**src/rtl/traffic_phase_ctrl.sv**
```systemverilog
// traffic_phase_ctrl: phase sequencer for one car/pedestrian crossing.
// Ring: car green -> car yellow -> clear -> ped green -> ped flash -> clear.
// Timing is counted in whole seconds on an external 1 Hz tick strobe.
// A pending pedestrian request shortens the car-green phase to PED_CUT seconds.
// Optional build macro TRAFFIC_NIGHT_MODE_EN adds the `night` input and the
// NIGHT state (code 6), which flashes the car yellow lamp.
module traffic_phase_ctrl #(
  parameter int T_GREEN  = 30,
  parameter int T_YELLOW = 3,
  parameter int T_CLEAR  = 2,
  parameter int T_PED    = 15,
  parameter int T_FLASH  = 5,
  parameter int PED_CUT  = 5
) (
  input  logic       clk,
  input  logic       rst,
  input  logic       tick,
  input  logic       enable,
  input  logic       ped_req,
`ifdef TRAFFIC_NIGHT_MODE_EN
  input  logic       night,
`endif
  output logic [2:0] car_led,
  output logic [1:0] people_led,
  output logic [5:0] remain,
  output logic [2:0] phase,
  output logic       ped_pending
);

  typedef enum logic [2:0] {
    CAR_GREEN  = 3'd0,
    CAR_YELLOW = 3'd1,
    CLEAR1     = 3'd2,
    PED_GREEN  = 3'd3,
    PED_FLASH  = 3'd4,
    CLEAR2     = 3'd5
`ifdef TRAFFIC_NIGHT_MODE_EN
    ,
    NIGHT      = 3'd6
`endif
  } phase_e;

  localparam logic [5:0] T_GREEN_L  = 6'(T_GREEN);
  localparam logic [5:0] T_YELLOW_L = 6'(T_YELLOW);
  localparam logic [5:0] T_CLEAR_L  = 6'(T_CLEAR);
  localparam logic [5:0] T_PED_L    = 6'(T_PED);
  localparam logic [5:0] T_FLASH_L  = 6'(T_FLASH);
  localparam logic [5:0] PED_CUT_L  = 6'(PED_CUT);

  // Car lamps {red, green, yellow} for a given phase and flash level.
  function automatic logic [2:0] car_lamp(input phase_e p, input logic f);
    logic [2:0] v;
    case (p)
      CAR_GREEN:  v = 3'b010;
      CAR_YELLOW: v = 3'b001;
`ifdef TRAFFIC_NIGHT_MODE_EN
      NIGHT:      v = {2'b00, f};
`endif
      default:    v = 3'b100;
    endcase
    return v;
  endfunction

  // Pedestrian lamps {red, green} for a given phase and flash level.
  function automatic logic [1:0] ped_lamp(input phase_e p, input logic f);
    logic [1:0] v;
    case (p)
      PED_GREEN:  v = 2'b01;
      PED_FLASH:  v = {1'b0, f};
`ifdef TRAFFIC_NIGHT_MODE_EN
      NIGHT:      v = 2'b00;
`endif
      default:    v = 2'b10;
    endcase
    return v;
  endfunction

  phase_e     state_r;
  phase_e     state_nx_s;
  logic [5:0] remain_r;
  logic [5:0] remain_nx_s;
  logic       flash_r;
  logic       flash_nx_s;
  logic       pend_r;
  logic       pend_nx_s;
  logic [2:0] car_led_r;
  logic [1:0] people_led_r;
  logic       adv_s;

  assign adv_s       = tick & enable;
  assign phase       = state_r;
  assign remain      = remain_r;
  assign ped_pending = pend_r;
  assign car_led     = car_led_r;
  assign people_led  = people_led_r;

  // Next-state, seconds counter, flash and request-latch computation.
  always_comb begin
    state_nx_s  = state_r;
    remain_nx_s = remain_r;
    flash_nx_s  = flash_r;
    pend_nx_s   = pend_r;

    // A request is latched everywhere except while pedestrians already walk.
    if (ped_req && (state_r != PED_GREEN)) begin
      pend_nx_s = 1'b1;
    end else begin
      pend_nx_s = pend_r;
    end

    case (state_r)
      CAR_GREEN: begin
`ifdef TRAFFIC_NIGHT_MODE_EN
        if (adv_s && night) begin
          state_nx_s  = NIGHT;
          remain_nx_s = 6'd0;
          pend_nx_s   = 1'b0;
        end else
`endif
        // The clamp needs no tick and beats a same-cycle decrement.
        if (pend_r && (remain_r > PED_CUT_L)) begin
          remain_nx_s = PED_CUT_L;
        end else if (adv_s) begin
          if (remain_r > 6'd1) begin
            remain_nx_s = remain_r - 6'd1;
          end else begin
            state_nx_s  = CAR_YELLOW;
            remain_nx_s = T_YELLOW_L;
          end
        end else begin
          remain_nx_s = remain_r;
        end
      end

      CAR_YELLOW: begin
        if (adv_s) begin
          if (remain_r > 6'd1) begin
            remain_nx_s = remain_r - 6'd1;
          end else begin
            state_nx_s  = CLEAR1;
            remain_nx_s = T_CLEAR_L;
          end
        end else begin
          remain_nx_s = remain_r;
        end
      end

      CLEAR1: begin
        if (adv_s) begin
          if (remain_r > 6'd1) begin
            remain_nx_s = remain_r - 6'd1;
          end else begin
            // Entering ped green serves the request; a same-edge press is lost.
            state_nx_s  = PED_GREEN;
            remain_nx_s = T_PED_L;
            pend_nx_s   = 1'b0;
          end
        end else begin
          remain_nx_s = remain_r;
        end
      end

      PED_GREEN: begin
        if (adv_s) begin
          if (remain_r > 6'd1) begin
            remain_nx_s = remain_r - 6'd1;
          end else begin
            state_nx_s  = PED_FLASH;
            remain_nx_s = T_FLASH_L;
            flash_nx_s  = 1'b1;
          end
        end else begin
          remain_nx_s = remain_r;
        end
      end

      PED_FLASH: begin
        if (adv_s) begin
          if (remain_r > 6'd1) begin
            remain_nx_s = remain_r - 6'd1;
            flash_nx_s  = ~flash_r;
          end else begin
            state_nx_s  = CLEAR2;
            remain_nx_s = T_CLEAR_L;
          end
        end else begin
          remain_nx_s = remain_r;
        end
      end

      CLEAR2: begin
        if (adv_s) begin
          if (remain_r > 6'd1) begin
            remain_nx_s = remain_r - 6'd1;
          end else begin
            state_nx_s  = CAR_GREEN;
            remain_nx_s = T_GREEN_L;
          end
        end else begin
          remain_nx_s = remain_r;
        end
      end

`ifdef TRAFFIC_NIGHT_MODE_EN
      NIGHT: begin
        pend_nx_s = 1'b0;
        if (adv_s) begin
          if (!night) begin
            state_nx_s  = CLEAR2;
            remain_nx_s = T_CLEAR_L;
          end else begin
            flash_nx_s = ~flash_r;
          end
        end else begin
          flash_nx_s = flash_r;
        end
      end
`endif

      default: begin
        // Unused encodings recover into a fresh car-green phase.
        state_nx_s  = CAR_GREEN;
        remain_nx_s = T_GREEN_L;
      end
    endcase
  end

  // Phase state, counter, flash and request registers with async reset.
  always_ff @(posedge clk or posedge rst) begin
    if (rst) begin
      state_r  <= CAR_GREEN;
      remain_r <= T_GREEN_L;
      flash_r  <= 1'b1;
      pend_r   <= 1'b0;
    end else begin
      state_r  <= state_nx_s;
      remain_r <= remain_nx_s;
      flash_r  <= flash_nx_s;
      pend_r   <= pend_nx_s;
    end
  end

  // Lamp registers decoded from the next state so they track state_r exactly.
  always_ff @(posedge clk or posedge rst) begin
    if (rst) begin
      car_led_r    <= 3'b010;
      people_led_r <= 2'b10;
    end else begin
      car_led_r    <= car_lamp(state_nx_s, flash_nx_s);
      people_led_r <= ped_lamp(state_nx_s, flash_nx_s);
    end
  end

endmodule

```
**config.mk**
```make
export PLATFORM = sky130hd
export DESIGN_NAME = traffic_phase_ctrl
export DESIGN_NICKNAME = d
export VERILOG_FILES = /design/src/rtl/traffic_phase_ctrl.sv
export SDC_FILE = /design/constraint.sdc
export NUM_CORES = 1
export LEC_CHECK = 0
export BUFFER_PORTS_ARGS = -buffer_cell sky130_fd_sc_hd__buf_4
export CAP_MARGIN = 20
export CORE_ASPECT_RATIO = 1.25
export CORE_MARGIN = 4
export CORE_UTILIZATION = 48
export DETAILED_ROUTE_END_ITERATION = 12
export GPL_TIMING_DRIVEN = 0
export HOLD_SLACK_MARGIN = 0.05
export MAX_ROUTING_LAYER = met4
export PLACE_DENSITY = 0.75
export SKIP_CTS_REPAIR_TIMING = 1
export SYNTH_ARGS = -nofsm -noshare
export SYNTH_HDL_FRONTEND = slang
export SYNTH_SLANG_ARGS = --single-unit
```
**constraint.sdc**
```tcl
create_clock -name clk -period 2.6 [get_ports clk]
set_clock_uncertainty 0.1 [all_clocks]
set_input_delay 0.39 -clock clk [delete_from_list [all_inputs] [get_ports clk]]
set_output_delay 0.39 -clock clk [all_outputs]
set_load 0.02 [all_outputs]
```
==> impl_metrics.py, run 1 <==
metrics = {
    "die": {
        "fp.dieH_um": 58.4,
        "start_util_pct": 49.8,
        "fp.coreArea_mm2": 0.00196,
        "rows": 18,
        "die_x_um": 48.3,
        "io_pins": 20,
        "die_area_mm2": 0.00282,
    },
    "final_layout": {
        "layout.cells.non_filler": 147,
        "design_area_mm2": 0.00120,
        "fin_nets": 136,
        "final_core_util_pct": 61.4,
        "antennaDiodeCount": 0,
        "area_growth_pct": 23.3,
        "layout-drive-gt1-share_pct": 33.9,
    },
    "global_route": {
        "first_global_vias": 835,
        "grt_pass1_wl_mm": 3.59,
        "gr-usage-met2_pct": 27.8,
        "overflow": 0,
        "grt_busiest_layer": "met2",
        "antenna_found_initial": 0,
        "grt_max_degree": 17,
        "grtUsageMet1_pct": 18.2,
        "grt_util_met3_pct": 3.80,
        "track_usage_pct": 16.4,
    },
    "setup_path": {
        "reg2reg_setup_slack_ns": 0.11,
        "r2r_cells": 11,
        "start_kind": "register",
        "end_kind": "register",
        "reg2reg_to": "people_led[0]$_DFF_PP0_",
        "crit_fanout": 6,
        "crit_type": "register to register",
        "cp_data_arrival_time_ns": 2.58,
        "timing.rr.start": "remain[0]$_DFFE_PP0P_",
        "cp.required_ns": 2.69,
    },
    "cts": {
        "root_buffer": "clkbuf_4",
        "cts_tree": "yes",
        "ctsLongestPathBuffers": 2,
        "clock-sinks": 16,
        "clk_pin_slew_worst_paths_ns": 0.10,
        "h-tree-depth": 1,
        "cts_buffers": 3,
        "worstSkewPairLatency_ns": 0.29,
    },
    "placement": {
        "pre_cts_slack_ns": -0.0945,
        "dpl.cell_count": 142,
        "io_buffers": 19,
        "place.gp.congestion": 0.852,
        "dp_hpwl_mm": 1.53,
        "placed_cell_area_mm2": 0.00114,
    },
    "route": {
        "drt-initial-drc-count": 15,
        "post_drt_wl_per_cell_um": 14.1,
        "drt-pass1-iter-count": 4,
        "via_per_inst": 5.57,
        "wl_mm": 2.07,
        "drc": 0,
        "num_vias": 819,
        "ant_nets": 0,
    },
    "sta": {
        "finalCritPeriodShare_pct": 95.8,
        "report.final.slew_viol_count": 0,
        "period_needed_ns": 2.49,
        "timing.final.ws_setup_ns": 0.110,
        "hold_violations": 0,
        "finalSetupViolations": 0,
        "fin_tns_setup_ns": 0,
        "worst_slew_pin_slew_ns": 0.578,
        "fmax_mhz": 402,
        "relSlewSlack_pct": 61.4,
        "grt_setup_unrepaired": "no",
    },
    "outcome": {
        "outcome": "finished, final reports clean",
    },
    "yosys": {
        "synth_fp_nets": 111,
        "async_flop_share_pct": 100,
        "synth-seq-cells": 16,
        "synth_edf_count": 0,
        "yosysSeqAreaShare_pct": 41.9,
        "synthFlopType": "dfrtp_1",
        "ys_warn_count": 0,
        "syn_area_per_cell_um2": 9.48,
        "synthCells": 103,
        "syn_area_um2": 976,
        "synth.distinct_cells": 44,
    },
    "pwr": {
        "switchingPower_w": 0.000398,
        "p_leak_nw": 0.524,
        "power_density_mw_per_mm2": 822,
        "intPower_w": 0.000591,
        "vdd_drop_max_v": 0.000657,
        "p_sw_share_pct": 40.2,
        "p_seq_share_pct": 36.0,
        "clockPowerShare_pct": 16.8,
        "combPwrFrac_pct": 47.2,
    },
    "job": {
        "cap_viol_max_count": 0,
    },
    "worst_hold_path": {
        "hold_path_class": "primary input to async pin",
    },
}
==> power groups by stage <==
| stage | clock network (W) | logic [W] | registers [W] |
|---|---|---|---|
| global placement | 0 | 0.000432 | 0.000360 |
| floorplan | 0 | 0.000274 | 0.000400 |
| CTS | 0.000168 | 0.000439 | 0.000356 |
| finish | 0.000166 | 0.000467 | 0.000356 |
| detailed placement | 0 | 0.000436 | 0.000360 |
| global route | 0.000183 | 0.000516 | 0.000368 |
==> cells by family (layout without fill, tap and decap cells) <==
kind of cell | Yosys count | after routing | share of synthesized area (%)
muxes | 2 | 2 | 2.05
xor gates and xnor gates | 6 | 6 | 5.39
buffers and inverters | 11 | 35 | 4.49
adders and majority gates | 3 | 3 | 3.85
AOI/OAI and AO/OA | 23 | 23 | 16.7
and+or+nand+nor | 42 | 42 | 25.6
DFF | 16 | 16 | 41.9
==> area by class of cell <==
type | count | area [um2]
repair buffers | 20 | 150
well taps | 20 | 25.0
multi-input cells | 76 | 539
fillers | 172 | 756
inverters | 7 | 26.3
flip-flops and latches | 16 | 409
plain buffers | 4 | 17.5
clock buffers | 4 | 36.3
==> routing by layer <==
metal / share of wire, % / vias to the layer above
li1: - / 408
met1: 42 / 392
met5: 0 / -
met2: 53 / 14
met4: 1.7 / 0
met3: 3.3 / 5
==> synthesized netlist by cell type (2+ instances only) <==
cell type	instances	area share [%]
nand3_1	3	1.5
buf_2	2	1.0
nor3b_1	3	2.3
nor3_1	2	1.0
o21ai_0	3	1.5
a21oi_1	5	2.6
nor2b_1	3	1.9
inv_1	6	2.3
dfstp_2	7	19
nand2_1	10	3.8
ha_1	3	3.8
clkbuf_1	2	0.77
nor2_1	8	3.1
xor2_1	3	2.7
mux2i_1	2	2.1
o22a_1	2	1.8
dfrtp_1	9	23
a211oi_1	2	1.5
xnor2_1	3	2.7
==> cell usage in the layout, fill, tap and decap left out, types with 2 or more instances in the layout <==
master | netlist | routed
a211oi_1 | 2 | 2
mux2i_1 | 2 | 2
buf_2 | 2 | 2
o22a_1 | 2 | 2
nor3b_1 | 3 | 3
dfstp_2 | 7 | 7
dfrtp_1 | 9 | 9
nor2b_1 | 3 | 3
nor3_1 | 2 | 2
clkbuf_1 | 2 | 2
xor2_1 | 3 | 3
a21oi_1 | 5 | 5
ha_1 | 3 | 2
xnor2_1 | 3 | 3
buf_4 | 0 | 20
nand3_1 | 3 | 3
inv_1 | 6 | 6
nor2_1 | 8 | 7
clkbuf_4 | 0 | 3
o21ai_0 | 3 | 3
nand2_1 | 10 | 10
==> registers in the layout, indices dropped and copies added (netlist names) <==
| name | cells |
|---|---|
| remain | 6 |
| car_led | 3 |
| phase | 3 |
| people_led | 2 |
| flash_r | 1 |
| ped_pending | 1 |
==> critical path, stage by stage (launching register included) <==
cell and delay, ns:
dfrtp_1 0.44, inv_1 0.09, ha_2 0.25, nor2_4 0.07
nor3_4 0.18, inv_2 0.09, ha_1 0.28, nor2_1 0.04
a32o_1 0.24, a221oi_2 0.33, a21oi_1 0.07, or2_1 0.21
==> metrics by stage <==
stage / hold slack (ns) / total power (W)
after CTS: 0.0747 / 0.000963
after detailed placement: 0.396 / 0.000796
after global routing: 0.0976 / 0.00107
after floorplan: 0.199 / 0.000674
final: 0.0459 / 0.000989
after global placement: 0.390 / 0.000792
==> worst max path at each step <==
stage                                         end  slack [ns]                  start
after CTS                 people_led[0]$_DFF_PP0_        -0.1  remain[5]$_DFFE_PP0P_
after floorplan           people_led[0]$_DFF_PP0_        0.02  remain[5]$_DFFE_PP0P_
after detailed placement  people_led[0]$_DFF_PP0_       -0.09  remain[5]$_DFFE_PP0P_
after global routing      people_led[0]$_DFF_PP0_        0.01  remain[0]$_DFFE_PP0P_
after global placement    people_led[0]$_DFF_PP0_       -0.05  remain[5]$_DFFE_PP0P_
final                     people_led[0]$_DFF_PP0_        0.11  remain[0]$_DFFE_PP0P_
Note: power is estimated with default switching activity, not from simulation.
==> inputs of run 2 (changes only) <==
Settings changed: CORE_UTILIZATION 48 to 50, CTS_BUF_LIST from default to sky130_fd_sc_hd__clkbuf_4 sky130_fd_sc_hd__clkbuf_8, PLACE_DENSITY 0.75 to 0.78.
==> run 2 against run 1 <==
Compared with the run above:
- via count is 1.6% higher
- critical path depth shrank 2
- largest cell class unchanged
- register-to-register slack barely moved
- final cell count is 0.68% higher
- setup slack barely moved
- hold slack improved by 0.0019 ns
==> impl_metrics.py, run 2 (synthesis gave the netlist of run 1 again) <==
metrics = {
    "global_route": {
        "antenna_found_initial": 0,
        "grt_max_degree": 17,
        "grt_pass1_wl_mm": 3.63,
        "first_global_vias": 847,
        "track_usage_pct": 19.0,
        "overflow": 0,
    },
    "route": {
        "num_vias": 832,
        "drc": 0,
        "drt-pass1-iter-count": 4,
        "ant_nets": 0,
        "wl_mm": 2.06,
        "post_drt_wl_per_cell_um": 13.9,
        "drt-initial-drc-count": 13,
        "via_per_inst": 5.62,
    },
    "setup_path": {
        "slowest_delay_ns": 0.44,
        "cp-startpoint": "remain[5]$_DFFE_PP0P_",
        "r2r_cells": 9,
        "end_kind": "register",
        "cp.required_ns": 2.69,
        "reg2reg_to": "people_led[0]$_DFF_PP0_",
        "timing.rr.start": "remain[5]$_DFFE_PP0P_",
        "crit_path_end": "people_led[0]$_DFF_PP0_",
        "cp_data_arrival_time_ns": 2.58,
        "reg2reg_setup_slack_ns": 0.11,
        "crit_type": "register to register",
        "slowest_stage": "or3_4",
        "path_depth": 9,
        "cp_top_family": "simple AND/OR/NAND/NOR gates",
        "start_kind": "register",
        "crit_fanout": 6,
        "path_buf_inv": 1,
        "crit_chain": "or3_4 -> nor3_4 -> inv_2 -> ha_1 -> nor2_1 -> a32o_1 -> a221oi_2 -> a21oi_1 -> or2_1",
    },
    "sta": {
        "timing.final.ws_setup_ns": 0.110,
        "hold_violations": 0,
        "finalCritPeriodShare_pct": 95.8,
        "finalSetupViolations": 0,
        "grt_setup_unrepaired": "no",
        "relSlewSlack_pct": 60.7,
        "period_needed_ns": 2.49,
        "report.final.slew_viol_count": 0,
        "worst_slew_pin_slew_ns": 0.589,
        "fmax_mhz": 402,
    },
    "worst_hold_path": {
        "hold_path_class": "primary input to async pin",
    },
    "die": {
        "fp.coreArea_mm2": 0.00181,
        "io_pins": 20,
        "rows": 17,
        "die_area_mm2": 0.00273,
        "start_util_pct": 54.0,
        "fp.dieH_um": 57.4,
        "die_x_um": 47.5,
    },
    "placement": {
        "io_buffers": 19,
        "place.gp.congestion": 0.902,
        "pre_cts_slack_ns": -0.119,
        "dp_hpwl_mm": 1.54,
        "dpl.cell_count": 141,
    },
    "cts": {
        "worstSkewPairLatency_ns": 0.29,
        "clock-sinks": 16,
        "h-tree-depth": 1,
        "ctsLongestPathBuffers": 2,
        "root_buffer": "clkbuf_4",
        "cts_tree": "yes",
        "cts_buffers": 3,
        "clk_pin_slew_worst_paths_ns": 0.10,
    },
    "pwr": {
        "p_leak_nw": 0.534,
        "finalPower_w": 0.000997,
        "power_density_mw_per_mm2": 819,
        "vdd_drop_max_v": 0.000645,
    },
    "final_layout": {
        "layout_commonest_cell": "buf_4",
        "largest_reg_flops": 6,
        "area_growth_pct": 24.7,
        "antennaDiodeCount": 0,
        "layout.cells.non_filler": 148,
        "fin_nets": 138,
        "nFillCells": 138,
        "layout-drive-gt1-share_pct": 34.9,
        "layout_common_cells": "buf_4 (22), nand2_1 (10), dfrtp_1 (9)",
    },
    "job": {
        "cap_viol_max_count": 0,
    },
    "outcome": {
        "outcome": "finished, final reports clean",
    },
}
run 2: cell types whose count changed in the layout (fill, tap and decap cells not counted):
| cell | previous run | this run |
|---|---|---|
| buf_4 | 20 | 22 |
run 2: area by class of cell:
type | count | area, um2 | share of cell area [%]
clock buffers | 4 | 36.3 | 2.98
flip-flops and latches | 16 | 409 | 33.6
well taps | 19 | 23.8 | 1.95
repair buffers | 22 | 165 | 13.6
inverters | 7 | 26.3 | 2.16
plain buffers | 4 | 17.5 | 1.44
multi-input cells | 76 | 539 | 44.3
run 2: worst min path at each step:
stage,from,end,slack [ns],cells past startpoint
floorplan,rst,car_led[0]$_DFF_PP0_,0.20,1
CTS,rst,people_led[0]$_DFF_PP0_,0.07,2
global route,rst,people_led[0]$_DFF_PP0_,0.1,2
detailed placement,rst,people_led[0]$_DFF_PP0_,0.41,2
finish,rst,people_led[0]$_DFF_PP0_,0.05,2
global placement,rst,people_led[0]$_DFF_PP0_,0.39,2
run 2: layer usage:
metal,vias to the layer above,routed length (um),global-route usage (%)
li1,413,-,-
met2,24,1040,29.3
met3,5,90,3.15
met5,-,0,-
met4,0,51,11.1
met1,390,880,22.1
run 2: metrics by stage:
step | TNS (ns) | area (um2) | utilization [%] | hold slack, ns
after global routing | 0 | 1220 | 67.3 | 0.0966
after detailed placement | -0.119 | 1140 | 63.2 | 0.407
after global placement | -0.0463 | 1140 | 63.2 | 0.386
after floorplan | 0 | 976 | - | 0.199
final | 0 | 1220 | 67.3 | 0.0478
after CTS | -0.135 | 1180 | 65.2 | 0.0740
run 2: power by group:
part	leakage (nW)	total, W	switching [W]	internal (W)
Combinational	0.323	0.000475	0.000268	0.000207
Sequential	0.190	0.000353	0.0000449	0.000308
Clock	0.0210	0.000169	0.0000832	0.0000853
==> inputs of run 3 (changes only) <==
Settings changed: ABC_AREA from default to 1, CORE_UTILIZATION 50 to 52, PLACE_DENSITY 0.78 to 0.79.
==> run 3 against run 2 <==
Compared with the run above:
- die area increased by 10%
- hold slack better by 0.017 ns
- count of clock-buffer cells in the layout is the same
- final cell count rose by 30%
- critical endpoint unchanged
==> impl_metrics.py, run 3 <==
metrics = {
    "final_layout": {
        "layout-drive-gt1-share_pct": 32.4,
        "layout_commonest_cell": "nand2_1",
        "largest_reg_flops": 6,
        "fin_nets": 182,
        "layout.cells.non_filler": 193,
        "nFillCells": 193,
        "seqCellArea_um2": 409,
        "antennaDiodeCount": 0,
        "design_area_mm2": 0.00135,
        "final_core_util_pct": 66.4,
        "layout_common_cells": "nand2_1 (35), inv_1 (26), buf_4 (21)",
        "area_growth_pct": 17.9,
        "multiInputGateArea_um2": 589,
    },
    "route": {
        "num_vias": 1022,
        "post_drt_wl_per_cell_um": 12.3,
        "via_per_inst": 5.30,
        "wl_mm": 2.37,
        "drc": 0,
        "drt-initial-drc-count": 28,
        "ant_nets": 0,
        "drt-pass1-iter-count": 4,
    },
    "pwr": {
        "combPwrFrac_pct": 47.8,
        "p_sw_share_pct": 43.3,
        "clockPowerShare_pct": 17.0,
        "power_density_mw_per_mm2": 729,
        "switchingPower_w": 0.000425,
        "p_leak_nw": 0.790,
        "intPower_w": 0.000556,
        "vdd_drop_max_v": 0.000428,
        "p_seq_share_pct": 35.2,
    },
    "sta": {
        "fmax_mhz": 455,
        "relSlewSlack_pct": 58.9,
        "hold_violations": 0,
        "hold_ws_ns": 0.0646,
        "grt_setup_unrepaired": "no",
        "period_needed_ns": 2.20,
        "fin_tns_setup_ns": 0,
        "report.final.slew_viol_count": 0,
        "finalSetupViolations": 0,
        "worst_slew_pin_slew_ns": 0.615,
        "finalCritPeriodShare_pct": 84.5,
    },
    "job": {
        "cap_viol_max_count": 0,
    },
    "cts": {
        "ctsLongestPathBuffers": 2,
        "clk_pin_slew_worst_paths_ns": 0.09,
        "cts_tree": "yes",
        "h-tree-depth": 1,
        "clock-sinks": 16,
        "root_buffer": "clkbuf_4",
        "cts_buffers": 3,
        "worstSkewPairLatency_ns": 0.29,
    },
    "setup_path": {
        "crit_chain": "inv_1 -> ha_1 -> inv_2 -> nand2_2 -> nand3_4 -> buf_6 -> ha_1 -> o22ai_1 -> nand2_1 -> o21ai_0 -> nand3_1 -> nand2_1",
        "cp_top_family": "flip-flops",
        "end_kind": "register",
        "cp.required_ns": 2.74,
        "slowest_delay_ns": 0.55,
        "crit_type": "register to register",
        "path_buf_inv": 3,
        "start_kind": "register",
        "cp_data_arrival_time_ns": 2.33,
        "slowest_stage": "dfstp_2",
        "crit_fanout": 10,
    },
    "yosys": {
        "synth_top_cell_area_share_pct": 19.7,
        "synth_area_leaders": "dfrtp_1 (20%), dfstp_2 (16%), nand2_1 (12%)",
        "synth_fp_nets": 158,
        "synthFlopType": "dfrtp_1",
        "synth.distinct_cells": 32,
        "ys_top_cells_by_count": "nand2_1 (35), inv_1 (26), nand3_1 (12)",
        "synth_most_common_cell": "nand2_1",
        "yosysTopAreaCell": "dfrtp_1",
        "syn_area_mm2": 0.00114,
        "yosysSeqAreaShare_pct": 35.9,
        "ys_warn_count": 0,
        "synthCells": 150,
        "async_flop_share_pct": 100,
        "synth-seq-cells": 16,
        "syn_area_per_cell_um2": 7.61,
        "synth_edf_count": 0,
    },
    "placement": {
        "placed_cell_area_mm2": 0.00131,
        "dpl.cell_count": 189,
        "dp_hpwl_mm": 1.91,
        "place.gp.congestion": 0.868,
        "io_buffers": 19,
    },
    "die": {
        "start_util_pct": 56.3,
        "fp.dieH_um": 60.4,
        "rows": 18,
        "fp.coreArea_mm2": 0.00203,
        "die_area_mm2": 0.00301,
        "io_pins": 20,
        "die_x_um": 49.9,
    },
    "global_route": {
        "first_global_vias": 1009,
        "grt_max_degree": 17,
        "overflow": 0,
        "grt_pass1_wl_mm": 4.33,
        "track_usage_pct": 19.2,
        "antenna_found_initial": 0,
    },
    "worst_hold_path": {
        "hold_path_class": "primary input to async pin",
    },
    "outcome": {
        "outcome": "finished, final reports clean",
    },
}
==> run 3: cell count changes after synthesis, moves of 3 or more <==
cell     delta
nand2_1    +25
inv_1      +20
nand3_1     +9
a21oi_1     +5
inv_2       +4
nand3_2     +4
nand2_2     +3
nor2b_1     -3
nor3b_1     -3
xnor2_1     -3
xor2_1      -3
==> run 3: area by class of cell <==
cell class                 count  share of cell area [%]
multi-input combinational    100                    43.8
sequential                    16                    30.4
timing repair buffer          19                    10.6
inverter                      31                    8.65
clock buffer                   4                    2.70
buffer                         3                    1.95
tap                           20                    1.86
==> run 3: per-layer routing <==
| layer | wire length, um | GRT usage, % | up-vias | share of wire, % |
|---|---|---|---|---|
| met5 | 0 | - | - | 0 |
| met1 | 949 | 21.6 | 470 | 40 |
| met4 | 63 | 11.1 | 0 | 2.7 |
| met3 | 68 | 1.72 | 7 | 2.9 |
| li1 | - | - | 523 | - |
| met2 | 1290 | 33.8 | 22 | 54 |
==> run 3: power by group through the flow <==
stage | sequential, W | clock, W | combinational, W
5_1_grt | 0.000355 | 0.000183 | 0.000533
3_5_place_dp | 0.000349 | 0 | 0.000469
4_1_cts | 0.000345 | 0.000174 | 0.000471
2_1_floorplan | 0.000382 | 0 | 0.000313
6_report | 0.000345 | 0.000167 | 0.000469
3_3_place_gp | 0.000348 | 0 | 0.000459
==> run 3: path summary, 6_finish.rpt <==
check                                            from                       to  slack, ns  cells after the start
worst min-delay path                              rst    remain[0]$_DFFE_PP0P_       0.06                      2
max in group asynchronous                         rst     car_led[0]$_DFF_PP0_       1.94                      2
min in group clk                              ped_req    ped_pending$_DFF_PP0_       0.34                      4
worst max-delay path            remain[1]$_DFFE_PP1P_  people_led[0]$_DFF_PP0_       0.40                     12
worst min register to register  remain[1]$_DFFE_PP1P_    remain[1]$_DFFE_PP1P_       0.41                      2
worst max register to register  remain[1]$_DFFE_PP1P_  people_led[0]$_DFF_PP0_       0.40                     12
==> run 3: worst reg2reg max path: cells and delay by family, from the launching register on <==
family	cells	cell delay [ns]
compound gates	2	0.24
fa+ha+maj	2	0.50
flops	1	0.55
simple gates	5	0.43
buf+inv	3	0.32
==> run 3: cell families after synthesis <==
kind of cell / count (synthesis) / synth area share [%]
buf+inv: 34 / 12.5
simple gates: 72 / 33.8
fa+ha+maj: 3 / 3.29
flops: 16 / 35.9
compound gates: 25 / 14.6
==> run 3: metrics by stage <==
| step | power, W | setup slack [ns] |
|---|---|---|
| 2_1_floorplan | 0.000695 | 0.534 |
| 3_3_place_gp | 0.000807 | 0.466 |
| 3_5_place_dp | 0.000819 | 0.404 |
| 4_1_cts | 0.000990 | 0.387 |
| 5_1_grt | 0.00107 | 0.229 |
| 6_report | 0.000980 | 0.403 |
